[src/rtl/ofdm_pkg.sv]
// Shared definitions for the OFDM receive path: MCP3002 frame geometry,
// command bits and the sampler state encoding.
package ofdm_pkg;

  localparam int unsigned MCP3002_FRAME_BITS = 15;
  localparam int unsigned MCP3002_DATA_BITS  = 10;
  localparam int unsigned MCP3002_NULL_IDX   = 4;

  localparam logic MCP3002_START_BIT = 1'b1;
  localparam logic MCP3002_SGL_BIT   = 1'b1;
  localparam logic MCP3002_MSBF_BIT  = 1'b1;

  typedef enum logic [1:0] {IDLE, SETUP, SHIFT, HOLD} mcp3002_state_t;

  // Command word, MSB first: start, SGL, ODD/SIGN (channel), MSBF.
  function automatic logic mcp3002_cmd_bit(input int unsigned idx, input logic channel);
    case (idx)
      0:       return MCP3002_START_BIT;
      1:       return MCP3002_SGL_BIT;
      2:       return channel;
      3:       return MCP3002_MSBF_BIT;
      default: return 1'b0;
    endcase
  endfunction

endpackage

[src/rtl/mcp3002_sampler_tick_gen.sv]
// Free-running period timer: one-cycle tick each time the 0..PERIOD-1
// counter wraps, so the first tick lands PERIOD cycles after reset release.
module tick_gen #(
  parameter int unsigned PERIOD = 1000
) (
  input  logic clk,
  input  logic rst_n,
  output logic tick
);

  localparam int unsigned CW = (PERIOD > 1) ? $clog2(PERIOD) : 1;

  logic [CW-1:0] cnt;
  logic          wrap;

  assign wrap = (cnt == CW'(PERIOD - 1));

  always_ff @(posedge clk or negedge rst_n) begin
    if (!rst_n) begin
      cnt  <= '0;
      tick <= 1'b0;
    end else begin
      tick <= wrap;
      cnt  <= wrap ? '0 : cnt + CW'(1);
    end
  end

endmodule

[src/rtl/mcp3002_sampler.sv]
// MCP3002 single-ended sampler: periodic conversion, SPI pin generation and
// 10-bit deserialisation, delivering each sample as a one-cycle valid pulse.
module mcp3002_sampler
  import ofdm_pkg::*;
#(
  parameter int unsigned CLK_FREQ          = 48_000_000,
  parameter int unsigned MCP3002_CLK_FREQ  = 800_000,
  parameter int unsigned ADC_SAMPLING_FREQ = 48_000,
  parameter int unsigned CHANNEL           = 0
) (
  input  logic                         clk,
  input  logic                         rst_n,
  input  logic                         adc_dout,
  output logic                         adc_clk,
  output logic                         adc_din,
  output logic                         adc_cs,
  output logic [MCP3002_DATA_BITS-1:0] sample_data,
  output logic                         sample_valid,
  output logic                         overrun
);

  localparam int unsigned HALF   = CLK_FREQ / (2 * MCP3002_CLK_FREQ);
  localparam int unsigned PERIOD = CLK_FREQ / ADC_SAMPLING_FREQ;
  localparam int unsigned HW     = (HALF > 1) ? $clog2(HALF) : 1;
  localparam int unsigned KW     = $clog2(MCP3002_FRAME_BITS);
  localparam logic        CH_BIT = (CHANNEL != 0);

  mcp3002_state_t state, state_nx;
  logic [HW-1:0]  hcnt, hcnt_nx;
  logic [KW-1:0]  k, k_nx;
  logic           sck_nx, din_nx, cs_nx, valid_nx;
  logic           dout_r;
  logic           tick;
  logic           half_done;
  logic [MCP3002_DATA_BITS-1:0] shreg, shreg_nx, data_nx;

  tick_gen #(.PERIOD(PERIOD)) u_tick (
    .clk   (clk),
    .rst_n (rst_n),
    .tick  (tick)
  );

  assign half_done = (hcnt == HW'(HALF - 1));
  assign overrun   = tick && (state != IDLE);

  always_ff @(posedge clk or negedge rst_n) begin
    if (!rst_n) begin
      state        <= IDLE;
      hcnt         <= '0;
      k            <= '0;
      adc_clk      <= 1'b0;
      adc_din      <= 1'b0;
      adc_cs       <= 1'b1;
      shreg        <= '0;
      sample_data  <= '0;
      sample_valid <= 1'b0;
      dout_r       <= 1'b0;
    end else begin
      state        <= state_nx;
      hcnt         <= hcnt_nx;
      k            <= k_nx;
      adc_clk      <= sck_nx;
      adc_din      <= din_nx;
      adc_cs       <= cs_nx;
      shreg        <= shreg_nx;
      sample_data  <= data_nx;
      sample_valid <= valid_nx;
      dout_r       <= adc_dout;
    end
  end

  always_comb begin
    state_nx = state;
    hcnt_nx  = half_done ? '0 : hcnt + HW'(1);
    k_nx     = k;
    sck_nx   = adc_clk;
    din_nx   = adc_din;
    cs_nx    = adc_cs;
    shreg_nx = shreg;
    data_nx  = sample_data;
    valid_nx = 1'b0;

    case (state)
      IDLE: begin
        hcnt_nx = '0;
        if (tick) begin
          state_nx = SETUP;
          cs_nx    = 1'b0;
          sck_nx   = 1'b0;
          din_nx   = mcp3002_cmd_bit(0, CH_BIT);
        end
      end
      SETUP: begin
        if (half_done) begin
          state_nx = SHIFT;
          k_nx     = '0;
          sck_nx   = 1'b1;
        end
      end
      SHIFT: begin
        // adc_clk itself marks which half of SCK period k is ending.
        if (half_done) begin
          if (adc_clk) begin
            sck_nx = 1'b0;
            din_nx = (k < KW'(3)) ? mcp3002_cmd_bit(32'(k) + 32'd1, CH_BIT) : 1'b0;
          end else if (k == KW'(MCP3002_FRAME_BITS - 1)) begin
            state_nx = HOLD;
            cs_nx    = 1'b1;
            din_nx   = 1'b0;
            data_nx  = shreg;
            valid_nx = 1'b1;
          end else begin
            k_nx   = k + KW'(1);
            sck_nx = 1'b1;
            // Rising entry of k+1 captures B9..B0 for k+1 > null index.
            if (k >= KW'(MCP3002_NULL_IDX))
              shreg_nx = {shreg[MCP3002_DATA_BITS-2:0], dout_r};
          end
        end
      end
      HOLD: begin
        if (half_done) state_nx = IDLE;
      end
    endcase
  end

endmodule

[config.mk]
export PLATFORM = sky130hd
export DESIGN_NAME = mcp3002_sampler
export DESIGN_NICKNAME = d
export VERILOG_FILES = /design/src/rtl/ofdm_pkg.sv /design/src/rtl/mcp3002_sampler_tick_gen.sv /design/src/rtl/mcp3002_sampler.sv
export SDC_FILE = /design/constraint.sdc
export NUM_CORES = 1
export LEC_CHECK = 0
export CAP_MARGIN = 20
export CORE_ASPECT_RATIO = 1.25
export CORE_MARGIN = 2
export CORE_UTILIZATION = 35
export DETAILED_ROUTE_END_ITERATION = 7
export GPL_TIMING_DRIVEN = 0
export RECOVER_POWER = 25
export SYNTH_ARGS = -nofsm -noshare
export SYNTH_HDL_FRONTEND = slang
export SYNTH_SLANG_ARGS = --single-unit
export TNS_END_PERCENT = 50
[constraint.sdc]
create_clock -name clk -period 4.05 [get_ports clk]
set_input_delay 0.6075 -clock clk [delete_from_list [all_inputs] [get_ports clk]]
set_output_delay 0.6075 -clock clk [all_outputs]
set_load 0.05 [all_outputs]
==> results of run 1 <==
==> through the flow <==
stage	hold WS (ns)	instances	util, %	power [mW]	worst slack [ns]
finish	0.3235	302	42.68	0.8273	1.272
global route	0.3687	302	42.68	0.8690	1.034
CTS	0.1888	302	42.96	0.8467	1.246
detailed placement	0.4745	294	41.11	0.4919	1.604
global placement	0.4599	293	40.87	0.4902	1.021
floorplan	0.3119	191	-	0.4789	1.926
==> sequential cells by signal (all words and copies together), names as in the netlist, 2 cells and up <==
signal and cells:
state 2, u_tick.cnt 10, sample_data 10, k 4
shreg 10, hcnt 5
==> critical path, cell delays in order, from the launching register on <==
cell             delay [ns]
dfrtp_1                0.41
inv_1                  0.08
ha_1                   0.20
clkbuf_1               0.22
nor2b_1                0.15
clkdlybuf4s50_1        0.81
==> report_power, final <==
part | total [mW] | switching, mW | internal (mW)
clock | 0.348 | 0.162 | 0.186
sequential | 0.470 | 0.000135 | 0.469
combinational | 0.0100 | 0.00880 | 0.00121
==> cells in the final DEF, fill, tap and decap left out, types with 6 or more instances in the layout <==
| cell type | count |
|---|---|
| clkdlybuf4s50_1 | 16 |
| dfrtp_1 | 46 |
| ha_1 | 12 |
| inv_1 | 10 |
| mux2_2 | 22 |
| nand2_1 | 9 |
| nand3_1 | 6 |
| nand4_1 | 7 |
| nor3_1 | 8 |
| o21ai_0 | 9 |
==> layout make-up <==
class	instances	area (um2)
fill	594	3557
sequential	47	1177
multi-input combinational	127	1013
timing repair buffer	18	167.7
tap	85	106.4
clock buffer	5	68.82
clock inverter	3	46.29
inverter	10	37.54
buffer	7	31.28
==> logic make-up after synthesis <==
logic type | share of synthesized area, %
DFF | 52.10
AOI/OAI and AO/OA | 10.47
xor gates and xnor gates | 1.938
muxes | 11.85
adders and majority gates | 6.644
buffers and inverters | 3.045
and+or+nand+nor | 13.95
==> worst max path at each step <==
stage / from / endpoint / slack [ns] / cells past startpoint
floorplan: state[0] / overrun / 1.93 / 4
global placement: rst_n / u_tick.cnt[8] / 1.02 / 1
detailed placement: state[0] / overrun / 1.60 / 5
global route: rst_n / u_tick.cnt[2] / 1.03 / 2
finish: state[0] / overrun / 1.27 / 5
CTS: state[0] / overrun / 1.25 / 5
==> layer usage <==
layer	up-vias	GRT usage, %
met5	-	0
met2	26	18.46
met1	740	17.07
li1	749	-
met4	0	4.971
met3	4	3.755
==> results_dict.tcl, run 1 <==
set metrics [dict create \
    status "finished with violations" \
    violations "capacitance limit, slew limit" \
    dpl.hpwl_um 2761 \
    min_period_over_period_pct 68.60 \
    relSlewSlack_pct -18.12 \
    critPathMaxFanout 10 \
    cts.sinks 47 \
    cts_buffers 5 \
    synth-edff-count 0 \
    worstPathRequired_ns 3.44 \
    drt_wl_total_um 3942 \
    grt_pass1_vias 1484 \
    finalSetupTns_ns 0 \
    globalRouteOverflowTotal 0 \
    ys_seq_area_share_pct 52.10 \
    drive_gt1_share_pct 19.35 \
    rsz0062_at_grt "no" \
    finalInstanceArea_mm2 0.002649 \
    via_per_inst 5.030 \
    dpl_cell_area_mm2 0.002551 \
    antenna_left 0 \
    drc 0 \
    start_kind "flop" \
    die_x_um 75.87 \
    antenna_found_initial 0 \
    power.leakage_nw 1.173 \
    ys_async_sr_fraction_pct 100.0 \
    syn_inst 191 \
    die_h_um 93.84 \
    dr.pass1.iters 4 \
    synth_nets 206 \
    cts_tree "done" \
    cts_hold_buffers 0 \
    synth_seq_cells 47 \
    syn_avg_cell_area_um2 11.83 \
    cts-root-buf "clkbuf_8" \
    ys.flop_type "dfrtp_1" \
    hold_viol_final 0 \
    vias 1519 \
    min_period_ns 2.778 \
    io_buffers 17 \
    postCtsSetupBuffers 0 \
    clkTransAtPathRegs_ns 0.10 \
    boundaryPins 18 \
    wl_met1_um 1873 \
    netlist.area_leader.share_pct 50.94 \
    peakVddDrop_v 0.0001990 \
    clk_path_buf_depth 2 \
    p_per_area_mw_per_mm2 312.3 \
    synth.most_common_cell "dfrtp_1" \
    maxCapViolCount 1 \
    grt_use_total_pct 12.53 \
    diodes 0 \
    initial_core_util_pct 36.41 \
    worstSetupEndpointType "output pin" \
    wl_per_cell_um 13.05 \
    grt_first_pass_wirelength_um 6858 \
    yosysUniqueCellTypes 44 \
    area_growth_pct 17.22 \
    met3_wirelength_um 166 \
    crit_arrival_ns 2.17 \
    cts_resized 0 \
    synth_area_mm2 0.002260 \
    path_class "flop to output pin" \
    yosysWarnings 0 \
    worst_slew_pin_slew_ns 1.772 \
    die_area_mm2 0.007119 \
    synthTopCellsByCount "dfrtp_1 (46), mux2_2 (22), ha_1 (12)" \
    finalSetupViolCount 0 \
    grt_max_degree 36 \
    max_freq_mhz 359.9 \
    rr_worst_depth 5 \
    core_mm2 0.006206 \
    drv_slew 36 \
    final_nets 231 \
    clkLatencyLatePin_ns 0.30 \
    synth_top_area_cell "dfrtp_1" \
    r2r_end "shreg[6]" \
    skew_ns 0.01622 \
    hold_path.class "input port to asynchronous set/reset pin" \
    met2_length_um 1851 \
    gp_congestion 0.7457 \
    r2r_setup_slack_ns 2.03 \
    cts_htree_levels 2 \
    first_iter_violations 80 \
    num_rows 32 \
    rr_startpoint "k[0]" \
    top_layer_used "met4" \
    synth_area_leaders "dfrtp_1 (51%), mux2_2 (11%), ha_1 (6.6%)" \
]
(Power assumes the default switching activity.)
==> run 2, diff against run 1 <==
==> constraint.sdc (replaced) <==
create_clock -name clk -period 2.33 [get_ports clk]
set_input_delay 0.3495 -clock clk [delete_from_list [all_inputs] [get_ports clk]]
set_output_delay 0.3495 -clock clk [all_outputs]
set_load 0.05 [all_outputs]
==> run 2 against run 1 <==
  * The flow now finishes without violations
  * Worst hold slack improved by 0.15 ns
  * Cell count rose by 0.33%
  * Register-to-register slack got worse by 1.7 ns
  * Non-clock buffer count increased by 1
  * Wire length shrank 0.51%
  * Global-route usage barely moved
  * Largest cell class unchanged
  * First-iteration DRC count grew 6.3%
  * Sequential cell count stayed put
  * Die area stayed put
  * Setup slack worse by 0.96 ns
==> results_dict.tcl, run 2 (synthesized netlist as in run 1, its figures left out) <==
set metrics [dict create \
    status "finished clean" \
    start_kind "flop" \
    wl_per_cell_um 12.94 \
    worstSetupEndpointType "flop" \
    hold_path_end "u_tick.cnt[0]" \
    clk_path_buf_depth 2 \
    grt_pass1_vias 1487 \
    skew_ns 0.01497 \
    relSlewSlack_pct 45.45 \
    peakVddDrop_v 0.0003458 \
    clkLatencyLatePin_ns 0.30 \
    cts-root-buf "clkbuf_8" \
    worst_slew_pin_slew_ns 0.8182 \
    maxCapViolCount 0 \
    gp_congestion 0.7457 \
    max_freq_mhz 495.5 \
    vias 1526 \
    diodes 0 \
    min_path_cells 1 \
    boundaryPins 18 \
    fin_ws_ns 0.3120 \
    cts.sinks 47 \
    die_x_um 75.87 \
    area_growth_pct 17.50 \
    reg.largest.list "sample_data: 10 flops, shreg: 10 flops, u_tick.cnt: 10 flops" \
    r2r_setup_slack_ns 0.31 \
    finalPower_mw 1.437 \
    die_area_mm2 0.007119 \
    via_per_inst 5.036 \
    final_nets 232 \
    dpl_cell_area_mm2 0.002551 \
    hold_viol_final 0 \
    grt_first_pass_wirelength_um 6872 \
    critPathMaxFanout 10 \
    finalSetupTns_ns 0 \
    p_per_area_mw_per_mm2 541.3 \
    finalSetupViolCount 0 \
    cts_tree "done" \
    dpl.hpwl_um 2761 \
    die_h_um 93.84 \
    r2r_end "shreg[6]" \
    drv_slew 0 \
    min_period_over_period_pct 86.61 \
    core_mm2 0.006206 \
    drt_wl_total_um 3922 \
    io_buffers 17 \
    path_class "flop to flop" \
    drc 0 \
    globalRouteOverflowTotal 0 \
    final_cell_mix "dfrtp_1 (46), mux2_2 (22), clkdlybuf4s50_1 (14)" \
    cts_buffers 5 \
    finalInstanceArea_mm2 0.002655 \
    dr.pass1.iters 4 \
    grt_max_degree 36 \
    postCtsSetupBuffers 0 \
    worstPathRequired_ns 2.52 \
    num_rows 32 \
    place_ws_ns 0.1424 \
    antenna_found_initial 0 \
    rr_worst_depth 5 \
    grt_use_total_pct 12.55 \
    rsz0062_at_grt "no" \
    antenna_left 0 \
    cts_htree_levels 2 \
    clkTransAtPathRegs_ns 0.09 \
    num-fill-cells 594 \
    layout_commonest_cell "dfrtp_1" \
    hold_start "u_tick.cnt[0]" \
    drive_gt1_share_pct 20.18 \
    initial_core_util_pct 36.41 \
    min_period_ns 2.018 \
    crit_arrival_ns 2.21 \
    power.leakage_nw 1.181 \
    first_iter_violations 85 \
    rr_startpoint "k[0]" \
    hold_path.class "flop to flop" \
]
[run 2: cell types whose count changed in the layout (fill, tap and decap cells not counted), sizes merged]
cell	delta
clkbuf	+1
clkdlybuf4s50	-2
dlygate4sd3	+2
[run 2: power breakdown]
group	internal, mW	switching, mW
Sequential	0.816	0.000234
Combinational	0.00309	0.0155
Clock	0.323	0.279
[run 2: metal layers]
metal	part of all wire (%)	vias to the layer above	global-route usage [%]
met2	47	28	18.46
met4	1.3	0	4.971
met1	47	743	17.14
met5	0	-	0
met3	4.3	4	3.755
li1	-	751	-
[run 2: worst max-delay path, stage by stage, from the launching register on]
cell	delay, ns
dfrtp_1	0.42
inv_1	0.12
ha_1	0.27
a31o_4	0.28
nor3_4	0.43
mux2_2	0.39
[run 2: timing repair]
| action | in CTS | in global routing |
|---|---|---|
| resized for setup | 1 | 2 |
| hold endpoints to repair | 11 | 0 |
| endpoints found under the setup margin | 1 | 1 |
| hold buffers | 1 | 0 |
[run 2: worst max-delay path by stage]
stage / endpoint / slack (ns) / from
global route: u_tick.cnt[2] / 0.11 / rst_n
finish: shreg[6] / 0.31 / k[0]
detailed placement: overrun / 0.14 / state[0]
global placement: u_tick.cnt[8] / -0.44 / rst_n
floorplan: overrun / 0.46 / state[0]
CTS: overrun / 0.07 / state[0]
[run 2: stage by stage]
step                      instances  util (%)  hold WS [ns]
after floorplan                 191         -       0.05391
final                           303     42.78        0.4766
after global routing            303     42.78        0.4993
after global placement          293     40.87        0.4599
after CTS                       303     43.10        0.4767
after detailed placement        294     41.11        0.2679
[run 2: area by class of cell]
type                       count  area, um2  area share [%]
sequential                    47       1177           44.34
clock buffer                   5      68.82           2.592
buffer                         7      31.28           1.178
inverter                      10      37.54           1.414
tap                           85      106.4           4.006
timing repair buffer          19      173.9           6.550
clock inverter                 3      46.29           1.744
multi-input combinational    127       1013           38.17
==> run 3, diff against run 2 <==
--- a/config.mk
+++ b/config.mk
@@ -5,10 +5,12 @@
 export SDC_FILE = /design/constraint.sdc
 export NUM_CORES = 1
 export LEC_CHECK = 0
+export ABC_CLOCK_PERIOD_IN_PS = 2330
 export CAP_MARGIN = 20
 export CORE_ASPECT_RATIO = 1.25
 export CORE_MARGIN = 2
 export CORE_UTILIZATION = 35
+export CTS_BUF_LIST = sky130_fd_sc_hd__clkbuf_16
 export DETAILED_ROUTE_END_ITERATION = 7
 export GPL_TIMING_DRIVEN = 0
 export RECOVER_POWER = 25
==> run 3 against run 2 <==
  * Power increased by 15%
  * Clock-buffer cell count unchanged
  * First-iteration DRC count increased by 15%
  * Critical path type is now flop to output pin
  * Largest power group unchanged
==> results_dict.tcl, run 3 (synthesized netlist as in run 1, its figures left out) <==
set metrics [dict create \
    status "finished clean" \
    die_h_um 93.84 \
    met1_usage_pct 17.42 \
    crit_buf_inv 3 \
    die_area_mm2 0.007119 \
    cp-startpoint "state[0]" \
    drc 0 \
    crit_slowest_cell "clkdlybuf4s15_1" \
    globalRouteOverflowTotal 0 \
    p_per_area_mw_per_mm2 606.9 \
    worstSetupEndpointType "output pin" \
    internal_power_mw 1.329 \
    min_period_ns 2.191 \
    clkPwrFrac_pct 49.3 \
    dpl.hpwl_um 2761 \
    finish.utilization_pct 43.77 \
    r2r_setup_slack_ns 0.31 \
    first_iter_violations 98 \
    cts_htree_levels 2 \
    io_buffers 17 \
    via_per_inst 5.000 \
    core_mm2 0.006206 \
    p_sw_share_pct 19.37 \
    grt_first_pass_wirelength_um 6913 \
    max_freq_mhz 456.3 \
    layout_commonest_cell "dfrtp_1" \
    start_kind "flop" \
    place_ws_ns 0.1424 \
    skew_ns 0.008803 \
    fin_ws_ns 0.1385 \
    num-fill-cells 580 \
    final_nets 232 \
    cp-endpoint "overrun" \
    switchingPower_mw 0.3192 \
    vias 1515 \
    finalSetupViolCount 0 \
    grt_pass1_vias 1491 \
    min_period_over_period_pct 94.06 \
    grt_max_degree 36 \
    power.leakage_nw 1.207 \
    drive_gt1_share_pct 19.72 \
    drv_slew 0 \
    wl_per_cell_um 12.96 \
    hold_viol_final 0 \
    worstPathRequired_ns 1.98 \
    reg.largest.list "sample_data: 10 flops, shreg: 10 flops, u_tick.cnt: 10 flops" \
    boundaryPins 18 \
    die_x_um 75.87 \
    rsz0062_at_grt "no" \
    diodes 0 \
    area_growth_pct 20.21 \
    seqCellArea_mm2 0.001177 \
    path_class "flop to output pin" \
    comb_power_share_pct 1.1 \
    cts_tree "done" \
    grt_use_total_pct 12.58 \
    cts.sinks 47 \
    cp_cell_sequence "inv_1 -> ha_1 -> clkbuf_1 -> nor2b_1 -> clkdlybuf4s15_1" \
    grt-busiest-layer "met2" \
    crit_arrival_ns 1.84 \
    cts_buffers 5 \
    hold-worst-slack_ns 0.4729 \
    finalInstanceArea_mm2 0.002716 \
    worst_slew_pin_slew_ns 0.8202 \
    postCtsSetupBuffers 0 \
    antenna_left 0 \
    gp_congestion 0.7457 \
    pwr-share-seq_pct 49.6 \
    cp_top_family "buffers and inverters" \
    antenna_found_initial 0 \
    cts-root-buf "clkbuf_16" \
    multi_input_area_mm2 0.001013 \
    relSlewSlack_pct 45.32 \
    critPathMaxFanout 10 \
    hold_path.class "flop to flop" \
    peakVddDrop_v 0.0003944 \
    rr_worst_depth 5 \
    dr.pass1.iters 4 \
    r2r_end "shreg[1]" \
    num_rows 32 \
    crit_cells 5 \
    finalPower_mw 1.648 \
    clkLatencyLatePin_ns 0.28 \
    initial_core_util_pct 36.41 \
    drt_wl_total_um 3928 \
    dpl_cell_area_mm2 0.002551 \
    met2_usage_pct 18.18 \
    clkTransAtPathRegs_ns 0.07 \
    final_cell_mix "dfrtp_1 (46), mux2_2 (22), clkdlybuf4s50_1 (14)" \
    grt_util_met3_pct 3.755 \
    clk_path_buf_depth 2 \
    slowest_delay_ns 0.51 \
    rr_startpoint "k[0]" \
    maxCapViolCount 0 \
]
-- run 3: cell count changes in the layout (fill, tap and decap cells not counted) --
cell,previous run,this run
clkdlybuf4s15_1,0,1
clkbuf_16,0,5
clkbuf_2,3,2
clkbuf_8,5,0
-- run 3: worst min-delay path by stage --
stage                  startpoint             to  slack, ns  cells after the start
CTS                 u_tick.cnt[0]  u_tick.cnt[0]       0.48                      1
floorplan                   rst_n        adc_clk       0.05                      0
finish              u_tick.cnt[0]  u_tick.cnt[0]       0.47                      1
global route        u_tick.cnt[0]  u_tick.cnt[0]       0.49                      1
detailed placement          rst_n           k[0]       0.27                      1
global placement    u_tick.cnt[0]  u_tick.cnt[0]       0.46                      1
-- run 3: through the flow --
| step | cells | TNS (ns) |
|---|---|---|
| 2_1_floorplan | 191 | 0 |
| 3_3_place_gp | 293 | -20.15 |
| 3_5_place_dp | 294 | 0 |
| 4_1_cts | 303 | 0 |
| 5_1_grt | 303 | 0 |
| 6_report | 303 | 0 |
-- run 3: power by group through the flow --
| stage | sequential [mW] | clock, mW | combinational [mW] |
|---|---|---|---|
| 2_1_floorplan | 0.832 | 0 | 0.0000137 |
| 3_3_place_gp | 0.832 | 0 | 0.0198 |
| 3_5_place_dp | 0.832 | 0 | 0.0228 |
| 4_1_cts | 0.817 | 0.843 | 0.0243 |
| 5_1_grt | 0.816 | 0.881 | 0.0231 |
| 6_report | 0.817 | 0.813 | 0.0186 |
-- run 3: what timing repair did --
item,4_1_cts,5_1_grt
hold buffers,1,0
endpoints found under the hold margin,11,0
endpoints found under the setup margin,1,1
resized for setup,1,1
-- run 3: routing by layer --
metal,share of wire [%],up-vias
met5,0,-
met4,0.84,0
met3,4.0,2
met2,47,23
met1,48,738
li1,-,752
-- run 3: area by class of cell --
class / instances / share of cell area (%)
plain buffers: 7 / 1.152
well taps: 85 / 3.915
clock buffers: 5 / 4.606
repair buffers: 19 / 6.587
flip-flops and latches: 47 / 43.34
multi-input cells: 127 / 37.31
inverters: 10 / 1.382
clock inverters: 3 / 1.704
